**src/rtl/mlab_bist_pkg.sv**
```systemverilog
// Shared definitions for the MLAB March C- BIST controller.
// Holds the FSM state type and the per-element constant tables.
// Table bit e describes march element Me (bit 0 = M0 ... bit 5 = M5).
package mlab_bist_pkg;

  typedef enum logic [1:0] {
    ST_IDLE = 2'd0,
    ST_RUN  = 2'd1,
    ST_DONE = 2'd2
  } state_e;

  localparam int NUM_ELEM = 6;
  localparam logic [2:0] LAST_ELEM = 3'(NUM_ELEM - 1);

  //                                   M5 M4 M3 M2 M1 M0
  // Element walks addresses N-1 .. 0
  localparam logic [NUM_ELEM-1:0] ELEM_DOWN = 6'b0_1_1_0_0_0;
  // Element compares the old word before writing
  localparam logic [NUM_ELEM-1:0] ELEM_RD   = 6'b1_1_1_1_1_0;
  // Background bit expected on the read
  localparam logic [NUM_ELEM-1:0] ELEM_RBIT = 6'b0_1_0_1_0_0;
  // Element writes a new word
  localparam logic [NUM_ELEM-1:0] ELEM_WE   = 6'b0_1_1_1_1_1;
  // Background bit written
  localparam logic [NUM_ELEM-1:0] ELEM_WBIT = 6'b0_0_1_0_1_0;

endpackage

```
**src/rtl/mlab_bist_addr_gen.sv**
```systemverilog
// Loadable up/down address counter for the march sequencer.
// last_o flags the final address of the current direction by compare,
// so the element boundary never depends on counter wrap.
module mlab_bist_addr_gen #(
  parameter int ADDR_WIDTH = 6
) (
  input  logic                  clk,
  input  logic                  rst_n,
  input  logic                  load_i,
  input  logic                  load_down_i,
  input  logic                  step_i,
  input  logic                  down_i,
  output logic [ADDR_WIDTH-1:0] addr_o,
  output logic                  last_o
);

  localparam logic [ADDR_WIDTH-1:0] ADDR_MAX = '1;

  logic [ADDR_WIDTH-1:0] addr_q, addr_d;

  // Next address: load a direction's start point, or step one word
  always_comb begin
    addr_d = addr_q;
    if (load_i) begin
      addr_d = load_down_i ? ADDR_MAX : '0;
    end else if (step_i) begin
      addr_d = down_i ? (addr_q - ADDR_WIDTH'(1)) : (addr_q + ADDR_WIDTH'(1));
    end
  end

  // Address register; holds its value whenever the march is not stepping
  always_ff @(posedge clk or negedge rst_n) begin
    if (!rst_n) addr_q <= '0;
    else        addr_q <= addr_d;
  end

  assign addr_o = addr_q;
  assign last_o = down_i ? (addr_q == '0) : (addr_q == ADDR_MAX);

endmodule

```
**src/rtl/mlab_march_bist.sv**
```systemverilog
// March C- BIST controller for one async-read / sync-write MLAB RAM.
// Each RUN cycle presents one address, compares the old word read
// combinationally, and writes the new word at the closing edge.
// Optional build macro MLAB_BIST_ERR_COUNT_EN adds a saturating
// 16-bit err_count of every mismatching read cycle.
module mlab_march_bist
  import mlab_bist_pkg::*;
#(
  parameter int DATA_WIDTH = 8,
  parameter int ADDR_WIDTH = 6
) (
  input  logic                  clk,
  input  logic                  rst_n,
  input  logic                  start,
  output logic [ADDR_WIDTH-1:0] mem_addr,
  output logic [DATA_WIDTH-1:0] mem_wdata,
  output logic                  mem_we,
  input  logic [DATA_WIDTH-1:0] mem_rdata,
  output logic                  busy,
  output logic                  done,
  output logic                  pass,
  output logic [2:0]            fail_elem,
  output logic [ADDR_WIDTH-1:0] fail_addr,
  output logic [DATA_WIDTH-1:0] fail_xor
`ifdef MLAB_BIST_ERR_COUNT_EN
  ,
  output logic [15:0]           err_count
`endif
);

  state_e                state_q, state_d;
  logic [2:0]            elem_q, elem_d;
  logic                  we_q, we_d;
  logic [DATA_WIDTH-1:0] wdata_q, wdata_d;
  logic                  pass_q, pass_d;
  logic [2:0]            fail_elem_q, fail_elem_d;
  logic [ADDR_WIDTH-1:0] fail_addr_q, fail_addr_d;
  logic [DATA_WIDTH-1:0] fail_xor_q, fail_xor_d;

  logic                  gen_load, gen_load_down, gen_step, gen_last;
  logic [2:0]            elem_next;
  logic                  launch, mismatch;
  logic [DATA_WIDTH-1:0] exp_word, diff_word;

  mlab_bist_addr_gen #(.ADDR_WIDTH(ADDR_WIDTH)) u_addr_gen (
    .clk         (clk),
    .rst_n       (rst_n),
    .load_i      (gen_load),
    .load_down_i (gen_load_down),
    .step_i      (gen_step),
    .down_i      (ELEM_DOWN[elem_q]),
    .addr_o      (mem_addr),
    .last_o      (gen_last)
  );

  assign elem_next = elem_q + 3'd1;
  assign launch    = (state_q != ST_RUN) && start;
  assign exp_word  = {DATA_WIDTH{ELEM_RBIT[elem_q]}};
  assign diff_word = mem_rdata ^ exp_word;
  assign mismatch  = (state_q == ST_RUN) && ELEM_RD[elem_q] && (diff_word != '0);

  // State and registered outputs; reset aborts any march in flight
  always_ff @(posedge clk or negedge rst_n) begin
    if (!rst_n) begin
      state_q     <= ST_IDLE;
      elem_q      <= 3'd0;
      we_q        <= 1'b0;
      wdata_q     <= '0;
      pass_q      <= 1'b1;
      fail_elem_q <= 3'd0;
      fail_addr_q <= '0;
      fail_xor_q  <= '0;
    end else begin
      state_q     <= state_d;
      elem_q      <= elem_d;
      we_q        <= we_d;
      wdata_q     <= wdata_d;
      pass_q      <= pass_d;
      fail_elem_q <= fail_elem_d;
      fail_addr_q <= fail_addr_d;
      fail_xor_q  <= fail_xor_d;
    end
  end

  // Next state: sequence elements back to back, no bubble between them
  always_comb begin
    state_d       = state_q;
    elem_d        = elem_q;
    gen_load      = 1'b0;
    gen_load_down = 1'b0;
    gen_step      = 1'b0;
    case (state_q)
      ST_IDLE, ST_DONE: begin
        if (start) begin
          state_d       = ST_RUN;
          elem_d        = 3'd0;
          gen_load      = 1'b1;
          gen_load_down = ELEM_DOWN[0];
        end
      end
      ST_RUN: begin
        if (gen_last) begin
          if (elem_q == LAST_ELEM) begin
            state_d = ST_DONE;
          end else begin
            elem_d        = elem_next;
            gen_load      = 1'b1;
            gen_load_down = ELEM_DOWN[elem_next];
          end
        end else begin
          gen_step = 1'b1;
        end
      end
      default: state_d = ST_IDLE;
    endcase
  end

  // Outputs: status decode, next write command, first-mismatch capture
  always_comb begin
    busy        = (state_q == ST_RUN);
    done        = (state_q == ST_DONE);
    we_d        = 1'b0;
    wdata_d     = '0;
    pass_d      = pass_q;
    fail_elem_d = fail_elem_q;
    fail_addr_d = fail_addr_q;
    fail_xor_d  = fail_xor_q;
    if (state_d == ST_RUN) begin
      we_d    = ELEM_WE[elem_d];
      wdata_d = {DATA_WIDTH{ELEM_WBIT[elem_d]}};
    end
    if (launch) begin
      pass_d      = 1'b1;
      fail_elem_d = 3'd0;
      fail_addr_d = '0;
      fail_xor_d  = '0;
    end else if (mismatch && pass_q) begin
      pass_d      = 1'b0;
      fail_elem_d = elem_q;
      fail_addr_d = mem_addr;
      fail_xor_d  = diff_word;
    end
  end

  assign mem_we    = we_q;
  assign mem_wdata = wdata_q;
  assign pass      = pass_q;
  assign fail_elem = fail_elem_q;
  assign fail_addr = fail_addr_q;
  assign fail_xor  = fail_xor_q;

`ifdef MLAB_BIST_ERR_COUNT_EN
  logic [15:0] err_cnt_q, err_cnt_d;

  // Count every mismatching read, saturating; restarted by each launch
  always_comb begin
    err_cnt_d = err_cnt_q;
    if (launch)                              err_cnt_d = 16'd0;
    else if (mismatch && err_cnt_q != 16'hFFFF) err_cnt_d = err_cnt_q + 16'd1;
  end

  // Error counter register
  always_ff @(posedge clk or negedge rst_n) begin
    if (!rst_n) err_cnt_q <= 16'd0;
    else        err_cnt_q <= err_cnt_d;
  end

  assign err_count = err_cnt_q;
`endif

endmodule

```
**config.mk**
```make
export PLATFORM = sky130hd
export DESIGN_NAME = mlab_march_bist
export DESIGN_NICKNAME = d
export VERILOG_FILES = /design/src/rtl/mlab_bist_pkg.sv /design/src/rtl/mlab_bist_addr_gen.sv /design/src/rtl/mlab_march_bist.sv
export SDC_FILE = /design/constraint.sdc
export NUM_CORES = 1
export LEC_CHECK = 0
export BUFFER_PORTS_ARGS = -buffer_cell sky130_fd_sc_hd__buf_2
export CELL_PAD_IN_SITES_DETAIL_PLACEMENT = 0
export CELL_PAD_IN_SITES_GLOBAL_PLACEMENT = 1
export CORE_MARGIN = 2
export CORE_UTILIZATION = 40
export CTS_BUF_LIST = sky130_fd_sc_hd__clkbuf_16
export CTS_CLUSTER_SIZE = 20
export DETAILED_ROUTE_END_ITERATION = 7
export GPL_ROUTABILITY_DRIVEN = 0
export PLACE_DENSITY = 0.78
export SLEW_MARGIN = 20
export SYNTH_ARGS = -nofsm -noshare
export SYNTH_HDL_FRONTEND = slang
export SYNTH_HIERARCHICAL = 1
export SYNTH_SLANG_ARGS = --single-unit
```
**constraint.sdc**
```tcl
create_clock -name clk -period 5.35 [get_ports clk]
set_clock_uncertainty 0.1 [all_clocks]
set_input_delay 0.8025 -clock clk [delete_from_list [all_inputs] [get_ports clk]]
set_output_delay 0.8025 -clock clk [all_outputs]
set_load 0.05 [all_outputs]
```
==> qor.txt, run 1 <==
Worst Path Required = 5390 ps
Clk buf depth = 2
Largest family of logic cells by synthesized area = simple AND/OR/NAND/NOR gates
Worst-path maximum fanout = 11
Post-synthesis sequential area ratio = 43.2%
Buffers on Ports = 45
Largest cells by area after synthesis = dfrtp_1, mux2i_1, nand2_1
Drc violations = 0
Clock latency on the worst-skew pair = 270 ps
Internal power = 0.413 mW
Post-synthesis simple-gate area fraction = 15.4%
Cell Area, Synth = 1800 um^2
Post-synth top area cell = dfrtp_1
Switching part of the total = 21.9%
Power share of the clock group = 48.5%
Clock sinks = 31
Largest net degree at the start of global routing = 32
Period utilization = 59.7%
Pwr/cell area = 247 nW/um^2
CP Class = reg2reg
Layout cells sized above 1 = 25.6%
Total GRT Usage = 16.1%
Comb pwr share = 6.1%
# fillers = 417
TritonRoute pass-1 iters = 4
Post-synthesis register bit count = 31
Peak supply drop = 0.111 mV
H-tree Lvls = 2
Cell Rows = 24
WHS Path Cells = 2
Die Y = 71.1 um
Nets = 238
Initial antenna violation count = 0
Final setup fails = 0
Vias = 1451
Post_cts resized = 0
Compound-Gate Fraction of Synth Area = 12.9%
Post-Synth Adder-Cell Area = 3.89%
Setup crit start kind = flip-flop
CTS tree = done
Die X = 71.1 um
Routed wire length = 3840 um
RSZ-0062 raised after global routing = false
Max cap viols = 0
Starting density of the core = 41.4%
Total negative slack = 0 ps
Sequential group share of total power = 45.4%
Clock transition at path regs = 50 ps
Post-synth EDFFs = 0
Drt wl/cell = 14.0 um
YS warnings = 6
Worst Hold Class = reg2reg
Worst-Margin Slew = 1080 ps
Max-slew violations = 0
Post-route ant nets = 0
Total Power = 0.529 mW
Avg Vias per Cell = 5.28
Relative slew slack = 28.0%
Predominant post-synthesis flop cell = dfrtp_1
Hold-fix buffers, CTS = 0
Post-route minimum period = 3190 ps
Synth Area per Inst = 9.73 um^2
Synth top cells by count = dfrtp_1, nand2_1, mux2i_1, inv_1, a21oi_1
Mux cell area share after synthesis = 9.45%
Post-CTS setup buffer count = 0
Worst R2R Path Depth = 9
Num CTS Buffers = 5
Worst Setup End Kind = flip-flop
Post-synthesis cell count = 185
Layout area overhead = 18.8%
Outcome = complete, no violations
CTS root buf = clkbuf_16
# IOs = 46
GRT overflow = 0
Drt first-iter violations = 98
Ys async rst share = 100%
Die footprint = 5050 um^2
Syn nets = 201
Fmax = 0.313 GHz
Hold Vio Cnt, Final = 0
Vias in the first global route = 1344
Most common cell in the synthesized netlist = dfrtp_1
First-pass GRT wire length = 6350 um
Area of the core = 4350 um^2
Yosys cell types = 44
Sw power = 0.116 mW
Worst EP arrival = 3230 ps
ANT cells = 0
Post-synth top area share = 41.7%
LEAKAGE = 1.03 nW
Post-detail-place hpwl = 2840 um
Synth Area in XOR/XNOR = 5.35%
## placed cells by master (no fill, tap or decap), types with 2 or more instances in the layout
master     instances
mux2i_1           17
nor2_1             4
o211ai_1           2
nor2b_1            3
buf_2             45
inv_1             16
nand3_1            3
a21oi_1           11
xnor2_1            3
clkbuf_16          5
nand2b_1           2
nand4_1            5
xor2_1             8
clkinv_1           2
nor3_1             4
ha_1               4
dfrtp_1           30
o21ai_0            8
nand3b_1           2
nand2_1           23
o31ai_1            2
nor4bb_1           2
## logic make-up (layout without fill, tap and decap cells)
| kind of cell | after synthesis | after routing |
|---|---|---|
| AO/OA/AOI/OAI | 36 | 36 |
| XOR/XNOR | 11 | 11 |
| adder cells (fa/ha/maj) | 5 | 5 |
| buffers and inverters | 31 | 69 |
| flip-flops | 31 | 31 |
| multiplexers | 17 | 17 |
| AND/OR/NAND/NOR | 54 | 54 |
## worst paths after layout
kind	startpoint	to	slack, ps
setup / recovery	elem_q[0]$_DFF_PN0_	u_addr_gen/addr_o[5]$_DFFE_PN0P_	2160
min in group asynchronous	rst_n	elem_q[0]$_DFF_PN0_	470
max in group asynchronous	rst_n	u_addr_gen/addr_o[2]$_DFFE_PN0P_	4250
setup reg to reg	elem_q[0]$_DFF_PN0_	u_addr_gen/addr_o[5]$_DFFE_PN0P_	2160
hold reg to reg	fail_addr[0]$_DFFE_PN0P_	fail_addr[0]$_DFFE_PN0P_	420
hold / removal	fail_addr[0]$_DFFE_PN0P_	fail_addr[0]$_DFFE_PN0P_	420
## flip-flops by register name, summed over array words and instances (netlist names), 2 cells and up
name	cells
fail_addr	6
fail_elem	3
elem_q	3
fail_xor	8
state_q	2
u_addr_gen/addr_o	6
## power by group through the flow
| stage | Sequential [mW] | Combinational, mW | Clock (mW) |
|---|---|---|---|
| final | 0.240 | 0.0324 | 0.257 |
| after global routing | 0.240 | 0.0353 | 0.273 |
| after CTS | 0.240 | 0.0331 | 0.262 |
| after global placement | 0.244 | 0.0328 | 0 |
| after floorplan | 0.256 | 0.00564 | 0 |
| after detailed placement | 0.244 | 0.0330 | 0 |
## stage by stage
stage               worst slack (ps)  cells  utilization (%)  hold slack [ps]  cell area, um^2
global route                    1660    275             49.1              437             2140
floorplan                       2570    185                -              407             1800
detailed placement              1970    266             45.6              416             1980
CTS                             1940    274             48.7              423             2120
global placement                2020    266             45.6              407             1980
finish                          2160    275             49.1              418             2140
## worst max-delay path, cell delays in order, from the launching register on
cell      delay, ps
dfrtp_1         520
nand2_1         140
mux2i_1         650
o41ai_2         270
nor2_1          550
nor4bb_1        380
o21ai_0         150
nand4_1         110
xnor2_1         120
a21oi_1          80
## layout make-up
type / instances / area (um^2) / share of cell area, %
Multi-Input combinational cell: 123 / 868 / 40.6
Sequential cell: 31 / 777 / 36.3
Timing Repair Buffer: 46 / 236 / 11.1
Clock buffer: 5 / 125 / 5.85
Tap cell: 52 / 65.1 / 3.04
Inverter: 15 / 56.3 / 2.63
Clock inverter: 3 / 11.3 / 0.526
## layer usage
| layer | vias up | wire [um] | global-route usage, % |
|---|---|---|---|
| li1 | 718 | - | - |
| met2 | 40 | 1770 | 23.6 |
| met5 | - | 0 | 0 |
| met1 | 685 | 1800 | 22.4 |
| met3 | 8 | 185 | 3.99 |
| met4 | 0 | 88 | 7.97 |
(Power assumes the default switching activity.)
==> run 2: changes to the inputs <==
--- a/config.mk
+++ b/config.mk
@@ -5,11 +5,12 @@
 export SDC_FILE = /design/constraint.sdc
 export NUM_CORES = 1
 export LEC_CHECK = 0
+export ABC_AREA = 1
 export BUFFER_PORTS_ARGS = -buffer_cell sky130_fd_sc_hd__buf_2
 export CELL_PAD_IN_SITES_DETAIL_PLACEMENT = 0
 export CELL_PAD_IN_SITES_GLOBAL_PLACEMENT = 1
 export CORE_MARGIN = 2
-export CORE_UTILIZATION = 40
+export CORE_UTILIZATION = 39
 export CTS_BUF_LIST = sky130_fd_sc_hd__clkbuf_16
 export CTS_CLUSTER_SIZE = 20
 export DETAILED_ROUTE_END_ITERATION = 7
==> constraint.sdc (replaced) <==
create_clock -name clk -period 2.95 [get_ports clk]
set_clock_uncertainty 0.1 [all_clocks]
set_input_delay 0.4425 -clock clk [delete_from_list [all_inputs] [get_ports clk]]
set_output_delay 0.4425 -clock clk [all_outputs]
set_load 0.05 [all_outputs]
==> run 2 against run 1 <==
Against the previous run: combinational power rose to 29 times the previous value; routed wire length up 11%; first-iteration DRC count unchanged; worst hold slack worse by 300 ps; cell area up 6.5%; clock power up 85%; worst setup slack worse by 1700 ps; die area up 8.8%; final cell count up 27%; maximum frequency up 31%; critical path depth up 6; via count up 14%; largest power group is now combinational cells.
==> qor.txt, run 2 <==
Largest cells by area after synthesis = dfrtp_1, nand2_1, nand3_1
Most common cell in the synthesized netlist = nand2_1
Fmax = 0.409 GHz (+31%)
Synth Area in XOR/XNOR = 0.913% (-4.4 points)
Layout area overhead = 18.7%
M1 GR Usage = 24.1% (+1.8 points)
Worst Setup End Kind = flip-flop
Worst Hold Class = in2async
H-tree Lvls = 2 (unchanged)
Total GRT Usage = 16.6% (+0.43 points)
Max cap viols = 0 (unchanged)
Num CTS Buffers = 5 (unchanged)
Die Y = 74.2 um (+4.3%)
LEAKAGE = 1.30 nW (+26%)
Die X = 74.2 um (+4.3%)
Hold Vio Cnt, Final = 0 (unchanged)
YS warnings = 6 (unchanged)
Clock transition at path regs = 50 ps (about the same)
Critical Path Source = elem_q[0]$_DFF_PN0_
Largest net degree at the start of global routing = 32 (unchanged)
Layout cells sized above 1 = 29.0% (+3.4 points)
Commonest non-fill, non-tap cell in the layout = nand2_1
Post_cts resized = 0 (unchanged)
Peak supply drop = 0.354 mV (+220%)
Worst-path maximum fanout = 11 (unchanged)
Vias in the first global route = 1478 (+10%)
Post-route minimum period = 2440 ps (-747 ps)
Worst Path Required = 3060 ps (-2330 ps)
Vias = 1659 (+14%)
Die footprint = 5500 um^2 (+8.8%)
R2r startpoint = elem_q[0]$_DFF_PN0_
Post-synthesis simple-gate area fraction = 36.6% (+21 points)
Max reg flops = 8 (unchanged)
Synth Area per Inst = 8.00 um^2 (-18%)
CTS tree = done
Starting density of the core = 40.6% (-0.71 points)
Post-route ant nets = 0 (unchanged)
Initial antenna violation count = 0 (unchanged)
Final core occ = 48.2% (-0.90 points)
Post-synth top area cell = dfrtp_1
CP Class = reg2reg
Nets = 298 (+25%)
CTS root buf = clkbuf_16
Drt wl/cell = 12.2 um (-13%)
GR Util met2 = 23.7% (+0.14 points)
Post-detail-place hpwl = 3180 um (+12%)
Busiest grt layer = met1
Capturing point of the worst reg2reg path = u_addr_gen/addr_o[5]$_DFFE_PN0P_
RSZ-0062 raised after global routing = false
Most frequent cells in the layout = nand2_1, buf_2, dfrtp_1, inv_1, nand3_1
Outcome = complete, no violations
Buffers on Ports = 45 (unchanged)
Post-synth EDFFs = 0 (unchanged)
Ys async rst share = 100% (unchanged)
Cell Rows = 25 (+4.2%)
First-pass GRT wire length = 6930 um (+9.1%)
Clk buf depth = 2 (unchanged)
Finished Layout Cells = 350 (+27%)
Syn nets = 256 (+27%)
Area of the core = 4720 um^2 (+8.5%)
Max-slew violations = 0 (unchanged)
Routed wire length = 4270 um (+11%)
Hold-fix buffers, CTS = 0 (unchanged)
Yosys cell types = 33 (-25%)
Setup crit start kind = flip-flop
Predominant post-synthesis flop cell = dfrtp_1
Hold WS = 115 ps (-304 ps)
Final setup fails = 0 (unchanged)
Drt first-iter violations = 98 (unchanged)
Mux cell area share after synthesis = 0% (-9.5 points)
Worst R2R Path Depth = 15 (+6)
Worst-Margin Slew = 697 ps (-381 ps)
Post-synthesis sequential area ratio = 40.5% (-2.7 points)
Synth top cells by count = nand2_1, dfrtp_1, nand3_1, inv_1, nand3_2
Cell Area, Synth = 1920 um^2 (+6.6%)
Clock latency on the worst-skew pair = 270 ps (about the same)
Post-Synth Adder-Cell Area = 3.65% (-0.24 points)
Reg-to-reg slack, setup = 510 ps (-1650 ps)
Post-synth top area share = 39.1% (-2.6 points)
Relative slew slack = 53.5% (+26 points)
Post-synthesis cell count = 240 (+30%)
TritonRoute pass-1 iters = 4 (unchanged)
Total negative slack = 0 ps (unchanged)
GRT overflow = 0 (unchanged)
Dpl cells = 342 (+29%)
CP endpoint = u_addr_gen/addr_o[5]$_DFFE_PN0P_
Total Power = 2.06 mW (+290%)
Avg Vias per Cell = 4.74 (-10%)
# IOs = 46 (unchanged)
Met3 GRT Util = 4.20% (+0.21 points)
Pwr/cell area = 902 nW/um^2 (+260%)
Worst EP arrival = 2550 ps (-680 ps)
Post-synthesis register bit count = 31 (unchanged)
Clock sinks = 31 (unchanged)
Compound-Gate Fraction of Synth Area = 7.04% (-5.9 points)
Drc violations = 0 (unchanged)
Post-CTS setup buffer count = 0 (unchanged)
Period utilization = 82.9% (+23 points)
ANT cells = 0 (unchanged)
Largest family of logic cells by synthesized area = simple AND/OR/NAND/NOR gates
run 2: cell count changes in the layout (fill, tap and decap cells not counted), sizes merged, moves of 3 or more:
cell	previous run	this run
nand4	5	10
inv	16	31
nand2	23	70
nor2	4	13
nor2b	3	0
nand3	3	38
o31ai	3	0
mux2i	17	0
xor2	8	1
run 2: area by class of cell:
type | instances | area [um^2]
fillers | 469 | 2440
multi-input cells | 166 | 925
flip-flops and latches | 31 | 777
repair buffers | 47 | 240
clock buffers | 5 | 125
inverters | 31 | 116
well taps | 67 | 83.8
clock inverters | 3 | 11.3
run 2: worst min-delay path by stage:
stage / cells past startpoint / to / slack (ps)
6_report: 1 / fail_xor[0]$_DFFE_PN0P_ / 110
5_1_grt: 1 / fail_xor[0]$_DFFE_PN0P_ / 180
4_1_cts: 1 / fail_xor[0]$_DFFE_PN0P_ / 140
3_5_place_dp: 2 / fail_addr[1]$_DFFE_PN0P_ / 380
3_3_place_gp: 2 / pass$_DFFE_PN1P_ / 370
2_1_floorplan: 0 / elem_q[0]$_DFF_PN0_ / 50
run 2: layer usage:
layer | routed length [um] | vias to the layer above
met4 | 44 | 0
met2 | 1810 | 36
li1 | - | 869
met3 | 171 | 5
met5 | 0 | -
met1 | 2250 | 749
run 2: logic make-up after synthesis:
family,Yosys count
AOI/OAI and AO/OA,23
xor gates and xnor gates,2
adders and majority gates,5
buffers and inverters,43
DFF,31
and+or+nand+nor,136
run 2: stage by stage:
stage | setup slack [ps] | cell area (um^2)
after floorplan | 540 | 1920
after global placement | 625 | 2140
after detailed placement | 534 | 2140
final | 505 | 2280
after CTS | 514 | 2280
after global routing | 146 | 2280
run 2: worst max-delay path, cell delays in order (launching register included):
cell and delay (ps):
dfrtp_1 440, inv_2 210, nand2_4 90, o21ai_0 120, inv_1 120, nor2_1 100
nand4_1 100, o21ai_1 120, inv_1 80, nor2_1 130, inv_1 100, nor3_1 240
nand2_1 150, inv_2 110, nor2_1 50, a21oi_2 130
run 2: power by group:
group / leakage (nW) / switching (mW) / internal, mW
clock: 0.0701 / 0.172 / 0.303
sequential: 0.418 / 0.106 / 0.535
combinational: 0.816 / 0.726 / 0.214
total: 1.30 / 1.00 / 1.05
==> run 3: changes to the inputs <==
==> constraint.sdc (replaced) <==
create_clock -name clk -period 2.5 [get_ports clk]
set_clock_uncertainty 0.1 [all_clocks]
set_input_delay 0.375 -clock clk [delete_from_list [all_inputs] [get_ports clk]]
set_output_delay 0.375 -clock clk [all_outputs]
set_load 0.05 [all_outputs]
==> run 3 against run 2 <==
Against the previous run: critical path depth fell by 3; non-clock buffer count rose by 2; combinational power rose by 19%; routed wire length rose by 0.51%; first-iteration DRC count fell by 1.0%; cell area rose by 2.3%; die area did not move; sequential power rose by 18%; clock-buffer cell count did not move; global-route usage rose by 0.68 points; critical endpoint is now fail_elem[0]$_DFFE_PN0P_.
==> qor.txt, run 3 (same netlist as run 2, synthesis figures left out) <==
Final setup fails = 0 (unchanged)
First-pass GRT wire length = 7180 um (+3.6%)
Die footprint = 5500 um^2 (unchanged)
Worst-Margin Slew = 681 ps (-15.8 ps)
Post-route ant nets = 0 (unchanged)
Dpl cells = 344 (+0.58%)
CTS tree = done
Max reg flops = 8 (unchanged)
Vias in the first global route = 1489 (+0.74%)
Post-route minimum period = 2170 ps (-270 ps)
Power share of the clock group = 26.3% (+3.2 points)
Outcome = complete, no violations
H-tree Lvls = 2 (unchanged)
Sw power = 1.19 mW (+18%)
Post_cts resized = 0 (unchanged)
Setup crit start kind = flip-flop
Slowest CP cell = dfrtp_1
Worst EP arrival = 2290 ps (-260 ps)
Total GRT Usage = 17.2% (+0.68 points)
LEAKAGE = 1.32 nW (+1.6%)
Buffers on Ports = 45 (unchanged)
Internal power = 1.36 mW (+29%)
Hold Vio Cnt, Final = 0 (unchanged)
Final core occ = 49.4% (+1.1 points)
Routed wire length = 4300 um (+0.51%)
CTS root buf = clkbuf_16
Post-CTS setup buffer count = 0 (unchanged)
Max incr delay on CP = 440 ps (about the same)
Drt wl/cell = 12.2 um (about the same)
Total Power = 2.55 mW (+24%)
Period utilization = 87.0% (+4.1 points)
Total negative slack = 0 ps (unchanged)
Crit-path cells = inv_2, buf_4, nand2_1, nand2_1, nand2_1, nand2_1, nand2_1, nor2_2, nand2_4, nand2_4, nand3_1, nand2_1
TritonRoute pass-1 iters = 4 (unchanged)
Worst Setup End Kind = flip-flop
ANT cells = 0 (unchanged)
Nets = 300 (+0.67%)
Worst Hold Class = in2async
Layout area overhead = 21.4%
Max cap viols = 0 (unchanged)
Worst-path maximum fanout = 18 (+7)
Critical Path Source = elem_q[0]$_DFF_PN0_
Largest net degree at the start of global routing = 32 (unchanged)
GRT overflow = 0 (unchanged)
Crit-path most repeated cell = nand2_1
Starting density of the core = 40.6% (unchanged)
Die X = 74.2 um (unchanged)
Fmax = 0.460 GHz (+12%)
Num CTS Buffers = 5 (unchanged)
Sequential group share of total power = 29.8% (-1.4 points)
R2r startpoint = elem_q[0]$_DFF_PN0_
Hold-fix buffers, CTS = 0 (unchanged)
Layout cells sized above 1 = 31.2% (+2.3 points)
CP Class = reg2reg
Relative slew slack = 54.6% (+1.1 points)
Worst Path Required = 2610 ps (-450 ps)
Buf/Inv on CP = 2 (-3)
Peak supply drop = 0.383 mV (+8.0%)
Max-slew violations = 0 (unchanged)
Finished Layout Cells = 352 (+0.57%)
CP top delay family = simple AND/OR/NAND/NOR gates
Avg Vias per Cell = 4.80 (+1.2%)
Initial antenna violation count = 0 (unchanged)
Clock sinks = 31 (unchanged)
Drt first-iter violations = 97 (-1.0%)
RSZ-0062 raised after global routing = false
Post-detail-place hpwl = 3150 um (-1.0%)
Area of the core = 4720 um^2 (unchanged)
Pwr/cell area = 1090 nW/um^2 (+21%)
# IOs = 46 (unchanged)
Drc violations = 0 (unchanged)
Most frequent cells in the layout = nand2_1, buf_2, dfrtp_1, nand3_1, inv_1
Commonest non-fill, non-tap cell in the layout = nand2_1
Vias = 1689 (+1.8%)
Clock latency on the worst-skew pair = 280 ps (about the same)
Cell Rows = 25 (unchanged)
Clk buf depth = 2 (unchanged)
Comb pwr share = 43.9% (-1.8 points)
Die Y = 74.2 um (unchanged)
Switching part of the total = 46.6% (-2.2 points)
Clock transition at path regs = 50 ps (about the same)
## run 3: layout make-up
class	instances	area, um^2
Multi-Input combinational cell	166	933
Clock buffer	5	125
Tap cell	67	83.8
Clock inverter	3	38.8
Timing Repair Buffer	49	255
Inverter	31	116
Fill cell	480	2390
Sequential cell	31	778
## run 3: layer usage
metal	global-route usage, %	wire length, um	part of all wire [%]	vias to the layer above
li1	-	-	-	867
met1	25.3	2150	50	769
met2	25.2	1880	44	46
met3	3.66	209	4.9	7
met4	6.06	58	1.4	0
met5	0	0	0	-
## run 3: power by group through the flow
stage	Sequential, mW	Clock (mW)	Combinational [mW]
final	0.758	0.671	1.12
after global routing	0.775	0.703	1.21
after global placement	0.761	0	1.13
after CTS	0.757	0.684	1.13
after detailed placement	0.763	0	1.12
after floorplan	1.13	0	0.542
## run 3: final timing paths
kind | end | slack, ps | depth (start not counted)
max in group asynchronous | elem_q[2]$_DFF_PN0_ | 1780 | 1
worst min-delay path | u_addr_gen/addr_o[1]$_DFFE_PN0P_ | 40 | 1
worst max register to register | fail_elem[0]$_DFFE_PN0P_ | 330 | 12
worst max-delay path | fail_elem[0]$_DFFE_PN0P_ | 330 | 12
min in group clk | state_q[1]$_DFF_PN0_ | 310 | 4
worst min register to register | pass$_DFFE_PN1P_ | 380 | 2
## run 3: through the flow
step / setup slack, ps / instance area, um^2 / hold WS, ps
after floorplan: 90.0 / 1920 / -20.6
after global placement: 260 / 2160 / 364
after detailed placement: 201 / 2160 / 367
after CTS: 177 / 2320 / 70.0
after global routing: 36.7 / 2330 / 108
final: 325 / 2330 / 41.7
